[src/rtl/netlist_bist_driver.sv]
// LFSR stimulus / MISR response BIST driver for one combinational netlist.
// Optional X-masking of netlist outputs when NETLIST_BIST_XMASK_EN is defined.
module netlist_bist_driver #(
   parameter int unsigned IN_W  = 14,
   parameter int unsigned OUT_W = 8,
   parameter int unsigned N_PAT = 1024
) (
   input  logic             clk,
   input  logic             rst_n,
   input  logic             start,
   input  logic             abort,
   input  logic [15:0]      seed,
   input  logic [15:0]      golden,
   output logic [IN_W-1:0]  pi_vec,
   input  logic [OUT_W-1:0] po_vec,
`ifdef NETLIST_BIST_XMASK_EN
   input  logic [OUT_W-1:0] po_mask,
`endif
   output logic             busy,
   output logic             done,
   output logic             pass,
   output logic [15:0]      signature
);

   localparam int unsigned CNT_W = $clog2(N_PAT + 1);

   localparam logic [1:0] S_IDLE = 2'd0;
   localparam logic [1:0] S_SEED = 2'd1;
   localparam logic [1:0] S_RUN  = 2'd2;
   localparam logic [1:0] S_DONE = 2'd3;

   logic [1:0]       state, state_nx;
   logic [15:0]      lfsr, lfsr_nx;
   logic [15:0]      misr, misr_nx;
   logic [CNT_W-1:0] pat_cnt, pat_cnt_nx;
   logic [IN_W-1:0]  pi_nx;
   logic             pass_nx;

   logic [15:0]      seed_eff;
   logic [15:0]      lfsr_step;
   logic [15:0]      misr_step;
   logic [OUT_W-1:0] po_eff;

`ifdef NETLIST_BIST_XMASK_EN
   assign po_eff = po_vec & ~po_mask;
`else
   assign po_eff = po_vec;
`endif

   // An all-zero seed would lock the LFSR, so substitute 1.
   assign seed_eff  = (seed == 16'h0000) ? 16'h0001 : seed;
   assign lfsr_step = {lfsr[14:0], lfsr[15] ^ lfsr[13] ^ lfsr[12] ^ lfsr[10]};
   assign misr_step = {misr[14:0], misr[15] ^ misr[13] ^ misr[12] ^ misr[10]} ^ 16'(po_eff);

   always_comb begin
      state_nx   = state;
      lfsr_nx    = lfsr;
      misr_nx    = misr;
      pat_cnt_nx = pat_cnt;
      pi_nx      = pi_vec;
      pass_nx    = pass;
      if (abort) begin
         state_nx = S_IDLE;
         pass_nx  = 1'b0;
      end else begin
         case (state)
            S_IDLE: begin
               if (start) state_nx = S_SEED;
            end
            S_SEED: begin
               lfsr_nx    = seed_eff;
               pi_nx      = seed_eff[IN_W-1:0];
               misr_nx    = 16'h0000;
               pat_cnt_nx = '0;
               state_nx   = S_RUN;
            end
            S_RUN: begin
               misr_nx    = misr_step;
               pat_cnt_nx = pat_cnt + 1'b1;
               if (pat_cnt == CNT_W'(N_PAT - 1)) begin
                  // Last pattern absorbed: pi_vec and lfsr freeze here.
                  state_nx = S_DONE;
                  pass_nx  = (misr_step == golden);
               end else begin
                  lfsr_nx = lfsr_step;
                  pi_nx   = lfsr_step[IN_W-1:0];
               end
            end
            S_DONE: begin
               if (start) begin
                  state_nx = S_SEED;
                  pass_nx  = 1'b0;
               end
            end
            default: state_nx = S_IDLE;
         endcase
      end
   end

   always_ff @(posedge clk or negedge rst_n) begin
      if (!rst_n) begin
         state   <= S_IDLE;
         lfsr    <= 16'h0001;
         misr    <= 16'h0000;
         pat_cnt <= '0;
         pi_vec  <= '0;
         pass    <= 1'b0;
      end else begin
         state   <= state_nx;
         lfsr    <= lfsr_nx;
         misr    <= misr_nx;
         pat_cnt <= pat_cnt_nx;
         pi_vec  <= pi_nx;
         pass    <= pass_nx;
      end
   end

   assign busy      = (state == S_SEED) || (state == S_RUN);
   assign done      = (state == S_DONE);
   assign signature = misr;

endmodule

[config.mk]
export PLATFORM = sky130hd
export DESIGN_NAME = netlist_bist_driver
export DESIGN_NICKNAME = d
export VERILOG_FILES = /design/src/rtl/netlist_bist_driver.sv
export SDC_FILE = /design/constraint.sdc
export NUM_CORES = 1
export LEC_CHECK = 0
export CAP_MARGIN = 25
export CORE_ASPECT_RATIO = 1.2
export CORE_MARGIN = 5
export CORE_UTILIZATION = 50
export DETAILED_ROUTE_END_ITERATION = 10
export PLACE_DENSITY = 0.88
export REMOVE_ABC_BUFFERS = 1
export SETUP_SLACK_MARGIN = 0.4
export SYNTH_ARGS = -nofsm -noshare
export SYNTH_HDL_FRONTEND = slang
export SYNTH_SLANG_ARGS = --single-unit
[constraint.sdc]
create_clock -name clk -period 5.06 [get_ports clk]
set_input_delay 0.759 -clock clk [delete_from_list [all_inputs] [get_ports clk]]
set_output_delay 0.759 -clock clk [all_outputs]
set_load 0.02 [all_outputs]
---- Word-level counts from Yosys, hierarchy flattened ----
Index checks and enable logic that the tools add are counted.
storage, ports and cells
  bits of input ports ..................... 44
  bits in latches ......................... 0
  bits in writable memories ............... 0
  logic and storage cells ................. 49
  memory bits (read-only) ................. 0
  bits in registers ....................... 60
  memories ................................ 0
  output and inout bits ................... 33
cells by class
  equality and inequality tests ........... 9
  bitwise operators ....................... 8
  reductions and logical operators ........ 10
  multipliers ............................. 0
  shifts and indexed selects .............. 0
  add/subtract/negate cells ............... 1
  magnitude comparators ................... 0
  divide/modulo/power cells ............... 0
  muxes and demuxes ....................... 15
operator list
  operator                                         number
  one-hot mux 16 bit (2 select lines)              2
  two-way mux 16 bit                               2
  one-hot mux 14 bit (2 select lines)              1
  one-hot mux 11 bit (2 select lines)              1
  == test 16 bit                                   1
  zero test 16 bit                                 1
  bitwise XOR 16 x 8 -> 16 bit                     1
  two-way mux 14 bit                               1
  adder 11 x 1 -> 11 bit, second input constant    1
  == test 11 x 10 -> 1 bit, second input constant  1
  two-way mux 2 bit                                3
  != test 3 bit, second input constant             2
  one-hot mux 2 bit (3 select lines)               1
  AND reduction 3 bit                              2
  bitwise XOR 1 bit                                6
  == test 2 bit, second input constant             2
  AND reduction 2 bit                              2
  two-way mux 1 bit                                3
  != test 3 x 1 -> 1 bit, second input constant    1
  nonzero test 3 bit                               1
  == test 2 x 1 -> 1 bit, second input constant    1
  zero test 2 bit                                  1
  != test 2 bit, second input constant             1
  one-hot mux 1 bit (2 select lines)               1
  4 further kinds                                  4

---- Depth between registers and ports, before layout ----
  depth after elaboration ................. 8
  depth in mapped cells ................... 8
  mapped depth without buffers ............ 6

---- Worst setup path after synthesis ----
No wires, ideal clock.
  path kind ............................... input -> register
  start ................................... input abort
  end ..................................... register lfsr[13]
  path buffers ............................ 2
  stages on the path ...................... 5
  library setup time ...................... 0.125 ns
  path slack .............................. 3.029 ns
  arrival time ............................ 1.906 ns
  path through ............................ or2_2 > clkbuf_1 > nor2_2 > buf_6 > mux2_2
on the way
  cells in the longest elaborated chain, start to end .. 2
ends and longest elaborated chain
  item                                  RTL line  RTL
  start, declared                       11        input logic abort,
  inverter 1 bit (no source line)       -
  AND reduction 3 bit (no source line)  -
  end signal, assigned                  110       lfsr <= lfsr_nx;
  end, declared                         33        logic [15:0] lfsr, lfsr_nx;
No other way between the ends.
A chain may end at the register's enable or synchronous reset.

---- Final worst setup path ----
  start ................................... input abort
  end ..................................... register pi_vec[2]
on the way
  cells in the longest elaborated chain, start to end .. 2
ends and longest elaborated chain
  item                                  RTL line  RTL
  inverter 1 bit (no source line)       -
  AND reduction 3 bit (no source line)  -
  end signal, assigned                  113       pi_vec <= pi_nx;
  end, declared                         14        output logic [IN_W-1:0] pi_vec,
No other way between the ends.

==> results.toml <==
[yosys]
synth_mux_area_frac = 0.1320
yosys_warnings = 0
synth_top_area_cell = "dfrtp_1"
synth_area_um2 = 2788
syn-instance-count = 262
synthArstFlopShare = 1.000
synth_compound_area_frac = 0.09785
ys_top_cells_by_area = "dfrtp_1 (41%), mux2_2 (12%), xnor3_1 (4.8%)"
yosysSeqAreaShare = 0.4224
yosys.area_share.simple = 0.1315
synthXorXnorAreaFrac = 0.1360
yosys.cell_types.count = 40
synth_edf_count = 0
syn_area_per_cell_um2 = 10.64
yosys_register_bits = 47
synth_top_family_by_area = "XOR/XNOR gates"
synthAdderAreaFrac = 0.01795
synth_top_area_share = 0.4129
synthFlopType = "dfrtp_1"

[sta]
whs_ns = 0.2893
finalHoldViolCount = 0
rsz0062_at_grt = "false"
timing.final.max_slew_violations = 0
finClkSkew_ns = 0.006724
min_period_ns = 2.854
max-slew-margin-rel = 0.4214
fmax_mhz = 350.4
period_share = 0.5641
finalSetupViolations = 0
worst_pin_slew_ns = 0.8680
finalSetupTns_ns = 0

[die]
rows = 29
core-area_um2 = 5370
die-area_um2 = 7175
die_w_um = 78.16
pin_count = 77
start_util = 0.5191
fp.dieH_um = 91.80

[global_route]
grt_max_degree = 52
first_global_vias = 2132
antenna_found_initial = 0
grt_pass1_wl_mm = 10.23
grtUsageTotal = 0.1772
grt-ovfl-total = 0

[job]
drv_cap = 0

[status]
status = "completed"

[cells_and_area]
area_growth_pct = 29.31
nFillCells = 404
layout-drive-gt1-share = 0.1477
fin_area_um2 = 3605
fin_nets = 372
antenna_cells = 0

[critical_path]
path_cells = "clkdlybuf4s50_1, or2_2, nor2_2, mux2_2"
slowest_stage = "nor2_2"
r2r_slack_ns = 2.42
critical-path-top-delay-family = "simple AND/OR/NAND/NOR gates"
criticalPathCategory = "in2reg"
crit_arrival_ns = 3.04
critPathMaxFanout = 51
critPathBufInv = 1
setup.worst_path.start = "abort"
critPathLaunchType = "input port"
rr_startpoint = "state[0]"
crit_required_ns = 5.24
slowest_delay_ns = 0.69
crit_cells = 4
r2r_cells = 5
critPathCaptureType = "flop"

[drt]
routed_wl_mm = 6.359
vias_per_cell = 5.566
post_drt_wl_per_cell_um = 16.43
ant_nets = 0
drtPass1Iterations = 4
drcViolationCount = 0
drt_iter0_drc = 122
num_vias = 2154

[pwr]
power.leakage_nw = 1.464
peakVddDrop_mv = 0.3698
power_mw = 1.728
power_density_nw_per_um2 = 479.5

[clocking]
clk_pin_slew_worst_paths_ns = 0.08
cts-htree-levels = 2
clk_latency_ns = 0.30
cts.repair.resized = 0
post_cts_buffers = 0
cts_tree = "built"
cts_sinks = 47
root_buffer = "clkbuf_8"
cts_made_buffers = 5
hold_buffers = 0
clk_path_buf_depth = 2

[placed_design]
place_area_um2 = 3485
numPortBuffers = 76
finalWeightedCongestion = 0.7776
dp_hpwl_mm = 4.619

[min_path]
hold_path_class = "in2async"
-- synthesized netlist by cell type, drive strengths merged, types with 2 or more instances --
master	number
nand2b	4
mux2i	3
a21oi	4
nor4	8
inv	8
nand2	30
nand3	3
clkbuf	6
o31ai	3
o21ai	19
nand4	4
nor2	12
buf	17
xor2	12
dfrtp	46
nor3	7
xnor3	6
a22o	9
ha	4
or4	2
mux2	30
xnor2	13
-- flip-flops by register name, summed over array words and instances, names as in the netlist --
signal,flops
state,2
lfsr,4
pass,1
pat_cnt,11
pi_vec,13
signature,16
-- path summary, 6_finish.rpt --
check | end
worst max register to register | pi_vec[2]
min in group clk | lfsr[14]
worst max-delay path | pi_vec[2]
worst min register to register | lfsr[14]
max in group asynchronous | lfsr[0]
worst min-delay path | signature[5]
-- final cells by class --
cell class | instances | area [µm²] | share of cell area
Sequential cell | 47 | 1177 | 0.3266
Clock buffer | 8 | 100.1 | 0.02777
Tap cell | 62 | 77.57 | 0.02152
Timing Repair Buffer | 78 | 783.3 | 0.2173
Multi-Input combinational cell | 184 | 1436 | 0.3985
Inverter | 8 | 30.03 | 0.008330
-- through the flow --
stage	util	cells	setup WS (ns)
after floorplan	-	239	2.608
after global placement	0.6489	378	1.978
after detailed placement	0.6489	378	1.899
after CTS	0.6675	386	2.211
after global routing	0.6712	387	2.082
final	0.6712	387	2.206
-- where the power goes --
group          internal (mW)  total [mW]  switching, mW  leakage [nW]
clock network          0.125       0.246          0.121        0.0515
registers              0.496       0.613          0.116         0.612
logic                  0.457       0.870          0.413         0.800
-- layer usage --
layer	GRT usage	part of all wire
met2	0.3243	0.56
met1	0.2039	0.39
met5	0	0
met4	0.06268	0.015
met3	0.03529	0.039
-- cells in the final DEF, fill, tap and decap left out, types with 2 or more instances in the layout --
cell             Yosys  final
or4_1                2      2
a22o_1               9      9
nor2_1              11     11
nand2b_1             4      4
nand2_1             30     30
nand4_1              4      4
nor3_1               7      7
clkdlybuf4s50_1      0     75
mux2i_1              3      3
o21ai_0             19     19
o31ai_1              2      2
dfrtp_1             46     46
a21oi_1              4      4
inv_1                8      8
nor4_1               7      7
mux2_2              30     30
clkbuf_8             0      7
xnor3_1              6      6
nand3_1              3      3
xor2_1              12     12
ha_1                 4      4
xnor2_1             13     13
-- kinds of logic (layout without fill, tap and decap cells) --
| logic type | count (synthesis) | count (layout) |
|---|---|---|
| AND/OR/NAND/NOR | 74 | 74 |
| flip-flops | 47 | 47 |
| AO/OA/AOI/OAI | 41 | 41 |
| multiplexers | 33 | 33 |
| XOR/XNOR | 32 | 32 |
| buffers and inverters | 31 | 94 |
| adder cells (fa/ha/maj) | 4 | 4 |
(Power assumes the default switching activity.)
